## src/rtl/count_seq_pkg.sv

```systemverilog
// -----------------------------------------------------------------------------
// count_seq_pkg
//   Shared definitions for the count sequencer slice: the FSM state encoding
//   and the default counter width. Every file of the slice imports this
//   package so the encoding lives in exactly one place.
// -----------------------------------------------------------------------------
package count_seq_pkg;

  // Default counter width used by count_sequencer and count_seq_counter.
  localparam int WIDTH_DEFAULT = 4;

  // Sequencer states. The numeric encoding is visible to anyone probing the
  // state register, so it is fixed explicitly rather than left to the tool.
  typedef enum logic [1:0] {
    IDLE = 2'd0,
    RUN  = 2'd1,
    HOLD = 2'd2,
    DONE = 2'd3
  } state_t;

endpackage : count_seq_pkg

```

## src/rtl/count_seq_counter.sv

```systemverilog
// -----------------------------------------------------------------------------
// count_seq_counter
//   WIDTH-bit up counter with synchronous clear and count enable.
//   Clear wins over enable. The increment wraps modulo 2^WIDTH; there is no
//   other wrap or load path.
//
// Ports
//   iClk    in   clock, rising edge
//   iRst    in   asynchronous active-low reset, forces the count to 0
//   iClr    in   synchronous clear to 0 (priority over iEn)
//   iEn     in   increment by one on the next rising edge
//   oCount  out  registered count value
// -----------------------------------------------------------------------------
module count_seq_counter
  import count_seq_pkg::*;
#(
  parameter int WIDTH = WIDTH_DEFAULT
) (
  input  logic             iClk,
  input  logic             iRst,
  input  logic             iClr,
  input  logic             iEn,
  output logic [WIDTH-1:0] oCount
);

  localparam logic [WIDTH-1:0] ONE = {{(WIDTH-1){1'b0}}, 1'b1};

  logic [WIDTH-1:0] rCount;

  always_ff @(posedge iClk or negedge iRst) begin
    if (!iRst) begin
      rCount <= '0;
    end else if (iClr) begin
      rCount <= '0;
    end else if (iEn) begin
      rCount <= rCount + ONE;
    end
  end

  assign oCount = rCount;

endmodule : count_seq_counter

```

## src/rtl/count_sequencer.sv

```systemverilog
// -----------------------------------------------------------------------------
// count_sequencer
//   Four-state (IDLE/RUN/HOLD/DONE) count sequencer. An accepted start latches
//   the terminal count and mode, clears the counter and enters RUN. In RUN the
//   counter increments once per cycle until it equals the latched limit; then
//   one-shot mode parks in DONE holding the limit, auto-reload mode clears to 0
//   and keeps running. Either way a one-cycle terminal-count pulse follows.
//   iHold freezes the count (RUN -> HOLD), iAbort returns to IDLE from any
//   state and has the highest priority.
//
//   All outputs come from registers or from the state register alone, so
//   there is no combinational path from any input to any output.
//
// Ports
//   iClk     in   clock, rising edge
//   iRst     in   asynchronous active-low reset
//   iStart   in   start request, sampled only in IDLE and DONE
//   iAbort   in   return to IDLE, count 0, from any state
//   iHold    in   freeze the count while running
//   iMode    in   0 = one-shot, 1 = auto-reload (latched on accepted start)
//   iLimit   in   terminal count (latched on accepted start)
//   oSalida  out  current count value
//   oTc      out  one-cycle terminal-count pulse
//   oBusy    out  high in RUN or HOLD
//   oDone    out  high in DONE
// -----------------------------------------------------------------------------
module count_sequencer
  import count_seq_pkg::*;
#(
  parameter int WIDTH = WIDTH_DEFAULT
) (
  input  logic             iClk,
  input  logic             iRst,
  input  logic             iStart,
  input  logic             iAbort,
  input  logic             iHold,
  input  logic             iMode,
  input  logic [WIDTH-1:0] iLimit,
  output logic [WIDTH-1:0] oSalida,
  output logic             oTc,
  output logic             oBusy,
  output logic             oDone
);

  state_t           rState;
  state_t           sNext;

  logic [WIDTH-1:0] rLimit;
  logic             rMode;
  logic             rTc;
  logic [WIDTH-1:0] count;

  logic             atLimit;
  logic             accept;
  logic             cntClr;
  logic             cntEn;
  logic             tcNext;

  assign atLimit = (count == rLimit);

  // ---------------------------------------------------------------------------
  // State register
  // ---------------------------------------------------------------------------
  always_ff @(posedge iClk or negedge iRst) begin
    if (!iRst) begin
      rState <= IDLE;
    end else begin
      rState <= sNext;
    end
  end

  // ---------------------------------------------------------------------------
  // Next-state logic. Abort overrides everything, then hold, then the
  // terminal-count decision.
  // ---------------------------------------------------------------------------
  always_comb begin
    sNext = rState;
    if (iAbort) begin
      sNext = IDLE;
    end else begin
      case (rState)
        IDLE: if (iStart) sNext = RUN;
        RUN: begin
          if (iHold) begin
            sNext = HOLD;
          end else if (atLimit && !rMode) begin
            sNext = DONE;
          end
        end
        HOLD: if (!iHold) sNext = RUN;
        DONE: if (iStart) sNext = RUN;
        default: sNext = IDLE;
      endcase
    end
  end

  // ---------------------------------------------------------------------------
  // Counter control and terminal-count detection.
  //   - The counter is cleared continuously in IDLE so it always reads 0 there.
  //   - Leaving HOLD does not increment: the count resumes on the edge after
  //     the FSM is back in RUN.
  //   - In one-shot mode the count simply stops at the limit (no clear, no
  //     enable), which is how DONE holds the limit value.
  // ---------------------------------------------------------------------------
  always_comb begin
    accept = 1'b0;
    cntClr = 1'b0;
    cntEn  = 1'b0;
    tcNext = 1'b0;
    if (iAbort) begin
      cntClr = 1'b1;
    end else begin
      case (rState)
        IDLE: begin
          cntClr = 1'b1;
          accept = iStart;
        end
        RUN: begin
          if (!iHold) begin
            if (atLimit) begin
              tcNext = 1'b1;
              cntClr = rMode;
            end else begin
              cntEn = 1'b1;
            end
          end
        end
        HOLD: begin
          cntEn = 1'b0;
        end
        DONE: begin
          accept = iStart;
          cntClr = iStart;
        end
        default: cntClr = 1'b1;
      endcase
    end
  end

  // Limit/mode capture and the registered terminal-count pulse.
  always_ff @(posedge iClk or negedge iRst) begin
    if (!iRst) begin
      rLimit <= '0;
      rMode  <= 1'b0;
      rTc    <= 1'b0;
    end else begin
      if (accept) begin
        rLimit <= iLimit;
        rMode  <= iMode;
      end
      rTc <= tcNext;
    end
  end

  count_seq_counter #(
    .WIDTH (WIDTH)
  ) uCounter (
    .iClk   (iClk),
    .iRst   (iRst),
    .iClr   (cntClr),
    .iEn    (cntEn),
    .oCount (count)
  );

  // ---------------------------------------------------------------------------
  // Output decode: state-only flags plus registered count and pulse.
  // ---------------------------------------------------------------------------
  always_comb begin
    oSalida = count;
    oTc     = rTc;
    oBusy   = (rState == RUN) || (rState == HOLD);
    oDone   = (rState == DONE);
  end

endmodule : count_sequencer

```

## config.mk

```make
export PLATFORM = sky130hd
export DESIGN_NAME = count_sequencer
export DESIGN_NICKNAME = d
export VERILOG_FILES = /design/src/rtl/count_seq_pkg.sv /design/src/rtl/count_seq_counter.sv /design/src/rtl/count_sequencer.sv
export SDC_FILE = /design/constraint.sdc
export NUM_CORES = 1
export LEC_CHECK = 0
export BUFFER_PORTS_ARGS = -buffer_cell sky130_fd_sc_hd__buf_2
export CORE_MARGIN = 8
export CORE_UTILIZATION = 45
export DETAILED_ROUTE_END_ITERATION = 7
export GPL_TIMING_DRIVEN = 0
export PLACE_DENSITY = 0.79
export SLEW_MARGIN = 10
export SYNTH_ARGS = -nofsm -noshare
export SYNTH_HDL_FRONTEND = slang
export SYNTH_HIERARCHICAL = 1
export SYNTH_SLANG_ARGS = --single-unit
```

## constraint.sdc

```tcl
create_clock -name iClk -period 4.93 [get_ports iClk]
set_input_delay 0.2465 -clock iClk [delete_from_list [all_inputs] [get_ports iClk]]
set_output_delay 0.2465 -clock iClk [all_outputs]
set_load 0.01 [all_outputs]
```

; ---- Word-level counts from Yosys, hierarchy flattened
; Index checks and enable logic that the tools add are counted.
[classes]
add_sub_neg = 1
eq_ne = 7
n_reduce_logical = 7
muxes = 22
[op_table]
columns = op, n
row1 = $mux 1, 13
row2 = $mux 2, 5
row3 = $mux 4, 2
row4 = $pmux 2 s3, 1
row5 = $add 4x1->4 const B, 1
row6 = $eq 2x2->1 const B, 2
row7 = $eq 4x4->1, 1
row8 = $ne 4x4->1 const B, 1
row9 = $ne 3x1->1 const B, 1
row10 = $ne 3x3->1 const B, 1
row11 = $pmux 1 s3, 1
row12 = $reduce_and 3->1, 1
row13 = $eq 2x1->1 const B, 1
row14 = $logic_not 2->1, 1
row15 = $reduce_bool 2->1, 1
row16 = $reduce_or 2->1, 1
row17 = $logic_and 1x1->1, 1
row18 = $logic_not 1->1, 1
row19 = $logic_or 1x1->1, 1
[word_totals]
reg_bits = 12
out_inout_bits = 7
elab_cells = 42
input_bits = 10

; ---- Depth between registers and ports, before layout
[depth]
depth_word = 7
ltp_mapped = 7
ltp_nobuf = 7

; ---- By module
; Netlist, hierarchy kept.
[by_module_without_submodules]
columns = module, seq_area_each_um2, cells_per_inst, instances, area_each_um2
row1 = count_sequencer, 200.2, 44, 1, 499.2
row2 = count_seq_counter, 100.1, 16, 1, 192.7

; ---- Worst setup path after synthesis
; OpenSTA, ideal clock, no wires.
[synth_timing]
path_kind = reg-to-reg
startpoint = register rState[1]
endpoint = register uCounter.rCount[3], in the netlist uCounter/oCount[3]
path_slack_ns = 2.834
arrival_ns = 1.971
stages_incl_launch_ff = 7
setup_ns = 0.125
path_buffers = 0
t_required_ns = 4.805
synth_period_minus_slack_ns = 2.096
cell_sequence = dfrtp_1 inv_1 ha_1 inv_1 nor4b_1 nand4_1 mux2_4
[synth_via]
elab_chain_cells = 4
elab_cells_between_ends = 9
classes_between = 2 x eq/ne / 5 x mux / 2 x reduce/logical
[synth_rtl]
columns = element, line_no
row1 = from (decl), count_sequencer.sv:45  ; state_t rState;
row2 = from (signal assigned), count_sequencer.sv:68  ; rState <= sNext;
row3 = $eq 2x1->1, count_sequencer.sv:113  ; case (rState)
row4 = $mux 1, count_sequencer.sv:113
row5 = $mux 1, count_sequencer.sv:110  ; if (iAbort) begin
row6 = net cntEn, count_sequencer.sv:56  ; logic cntEn;
row7 = $reduce_bool 2->1 (no source line), -
row8 = to (signal assigned), count_seq_counter.sv:36  ; rCount <= rCount + ONE;
row9 = to (decl), count_seq_counter.sv:28  ; logic [WIDTH-1:0] rCount;
; The timed path passes the listed nets, and every way through them passes these cells.
; A chain may end at the register's enable or synchronous reset.

; ---- Worst setup path after layout
; Same ends and word-level chain as after synthesis.

==> impl_results.md <==
- Synth area leader: dfrtp_1
- Antenna-violating nets left: 0
- GRT Total Usage: 0.0950
- DP HPWL: 1100 µm
- Max stage delay cell, worst path: nor4b_1
- CTS Buf Count: 3
- Nets: 96
- Power share of the combinational group: 0.402
- Internal power: 0.246 mW
- Via density: 5.52
- IO Port Bufs: 16
- Vias in the first global route: roughly 560
- Worst-Margin Slew: approximately 970 ps
- Clock-pin transition on the worst setup and hold timing paths: 70 ps
- Yosys top cell area share: 0.434
- Register area share after synthesis: 0.434
- Tmin final: roughly 2400 ps
- Clock Power Share: 0.205
- CTS tree: yes
- Ys flop type: dfrtp_1
- Final Cycle Share: 0.490
- Rel. slew slack: 0.347
- Outcome: finished, final reports clean
- Core ar.: approximately 0.0015 mm²
- Initial Util: 0.470
- Routed vias: 535
- PD cells: about 460 mW/mm²
- Starting DRT DRC Count: 15
- Clk_skew: 4.28 ps
- First drt pass iteration count: 4
- R2r setup slk: 2510 ps
- Syn_area_per_cell: 11.5 µm²
- Cell Area, Placed: 792 µm²
- ANT cells: 0
- Post-synth top cells: dfrtp_1 (12), inv_1 (5), mux2_2 (5), xnor2_1 (5)
- Total wire length: 1380 µm
- FF-to-FF path depth: 6
- Post-Synthesis Cells: 60
- Cell family with most CP delay: simple AND/OR/NAND/NOR gates
- Final Hold Vio Count: 0
- Count of clock tree sinks: 12
- Switching Fraction: 0.360
- H-tree depth: 1
- Max-Cap Viols: 0
- Die Ht: 55.2 µm
- Grt total ovfl: 0
- Wire per inst: roughly 14 µm
- CP endpoint kind: flip-flop
- Critical path origin: rState[1]
- Setup slack at placement: 2510 ps
- Post-synthesis register bit count: 12
- Hold Startpoint: iLimit[0]
- Synth Cell Area: 692 µm²
- Ports: 17
- Worst EP required: 5100 ps
- Setup Total Neg Slack: 0 ps
- Gpl congestion: 0.863
- Netlist cell types: 27
- Most numerous cell in the Yosys netlist: dfrtp_1
- DR DRC count: 0
- Max VDD drop: 0.237 mV
- Hold depth: 2
- Startpoint Class: flip-flop
- Skew-Pair Late Insertion Delay: 280 ps
- Leakage: 0.402 nW
- Reg power frac: 0.393
- FF-to-FF Start: rState[1]
- Longest Clk Path Bufs: 2
- Post-route cell area: 838 µm²
- Critical path, cell by cell: inv_1, ha_1, inv_1, nor4b_1, nand4_1, mux2_4
- Kind of critical path: reg2reg
- Worst Slack Setup Final: 2510 ps
- Number of enable flip-flop cells after synthesis: 0
- CP Max Fanout: 5
- CP Depth: 6
- P_sw: 0.138 mW
- Root Driver: clkbuf_4
- DIE AREA: 0.00305 mm²
- CP max stage delay: around 850 ps
- Worst Path Buf+Inv: 2
- Placement row count: 14
- Setup violations, final: 0
- Post-synth ARST share: 1.00
- Antenna violations before repair: 0
- Fraction of layout cells with a size suffix above 1: 0.383
- Area contributors post-synth: dfrtp_1 (43%), mux2_2 (8.1%), ha_1 (7.2%), xnor2_1 (6.3%), nand3b_1 (3.3%)
- Yosys warning count: 6
- Highest Clock Rate: about 410 MHz
- Hold slack: between 150 and 200 ps
- Largest net degree at the start of global routing: 13
- Die X: roughly 55 µm
- Slew Viols, Final: 0
- Syn_nets: 74
- RSZ-0062 raised after global routing: no
- Crit path top cell by count: inv_1
- Arrival @ worst endpoint: 2590 ps
- First-pass GRT wire length: 2350 µm
- Min-delay worst type: in2reg
- RR Endpoint: uCounter/oCount[3]
- Layout area overhead: 21.2%
- End of the worst hold path: rLimit[0]
[state kept, by name, indices dropped and copies added (netlist names)]
name             count
uCounter/oCount      4
rMode                1
oTc                  1
rState               2
rLimit               4
[worst max path at each step]
stage / to / slack, ps
final: uCounter/oCount[3] / 2510
after global routing: uCounter/oCount[3] / 2300
after CTS: uCounter/oCount[3] / 2530
after detailed placement: uCounter/oCount[3] / 2510
after global placement: uCounter/oCount[3] / 2600
after floorplan: uCounter/oCount[3] / 2830
[per-stage QoR]
step	instances	power, mW	utilization
6_report	97	0.384	0.570
3_5_place_dp	92	0.308	0.538
5_1_grt	97	0.413	0.570
2_1_floorplan	60	0.267	-
3_3_place_gp	92	0.298	0.538
4_1_cts	97	0.389	0.570
[cell families after synthesis]
logic type | share of synthesized area
AND/OR/NAND/NOR | 0.172
flip-flops | 0.434
AO/OA/AOI/OAI | 0.114
multiplexers | 0.118
XOR/XNOR | 0.0633
buffers and inverters | 0.0271
adder cells (fa/ha/maj) | 0.0723
[area by class of cell]
cell class | instances | area [µm²]
Multi-Input combinational cell | 43 | 373
Sequential cell | 12 | 300
Timing Repair Buffer | 17 | 90.1
Clock buffer | 4 | 36.3
Fill cell | 130 | 633
Inverter | 5 | 18.8
Tap cell | 16 | 20.0
[power groups by stage]
| stage | registers [mW] | clock network [mW] | logic [mW] |
|---|---|---|---|
| after floorplan | 0.147 | 0 | 0.121 |
| after global placement | 0.151 | 0 | 0.147 |
| after detailed placement | 0.153 | 0 | 0.155 |
| after CTS | 0.151 | 0.0824 | 0.156 |
| after global routing | 0.154 | 0.0880 | 0.170 |
| final | 0.151 | 0.0788 | 0.154 |
[worst reg2reg max path, cell delays in order, from the launching register on]
cell and delay (ps):
dfrtp_1 420, inv_1 130, ha_1 220, inv_1 90, nor4b_1 850, nand4_1 260
mux2_4 350
[cells in the final DEF (no fill, tap or decap), types with 2 or more instances in the layout]
master	instances
nand3b_1	3
ha_1	4
inv_1	5
a211oi_1	2
nand2_1	2
nor2_1	4
buf_2	16
xnor2_1	5
clkbuf_4	3
mux2_2	5
dfrtp_1	12
[metal layers]
metal	wire length, µm	global-route usage
met5	0	0
met4	8	0.0599
met3	84	0.0525
met2	705	0.152
met1	581	0.0926
[repair_timing]
item,in CTS,in global routing
setup buffers,0,0
endpoints found under the hold margin,12,0
setup endpoints to repair,0,0
gates resized for setup,0,0
hold buffers,1,0
Note: power is estimated with default switching activity, not from simulation.
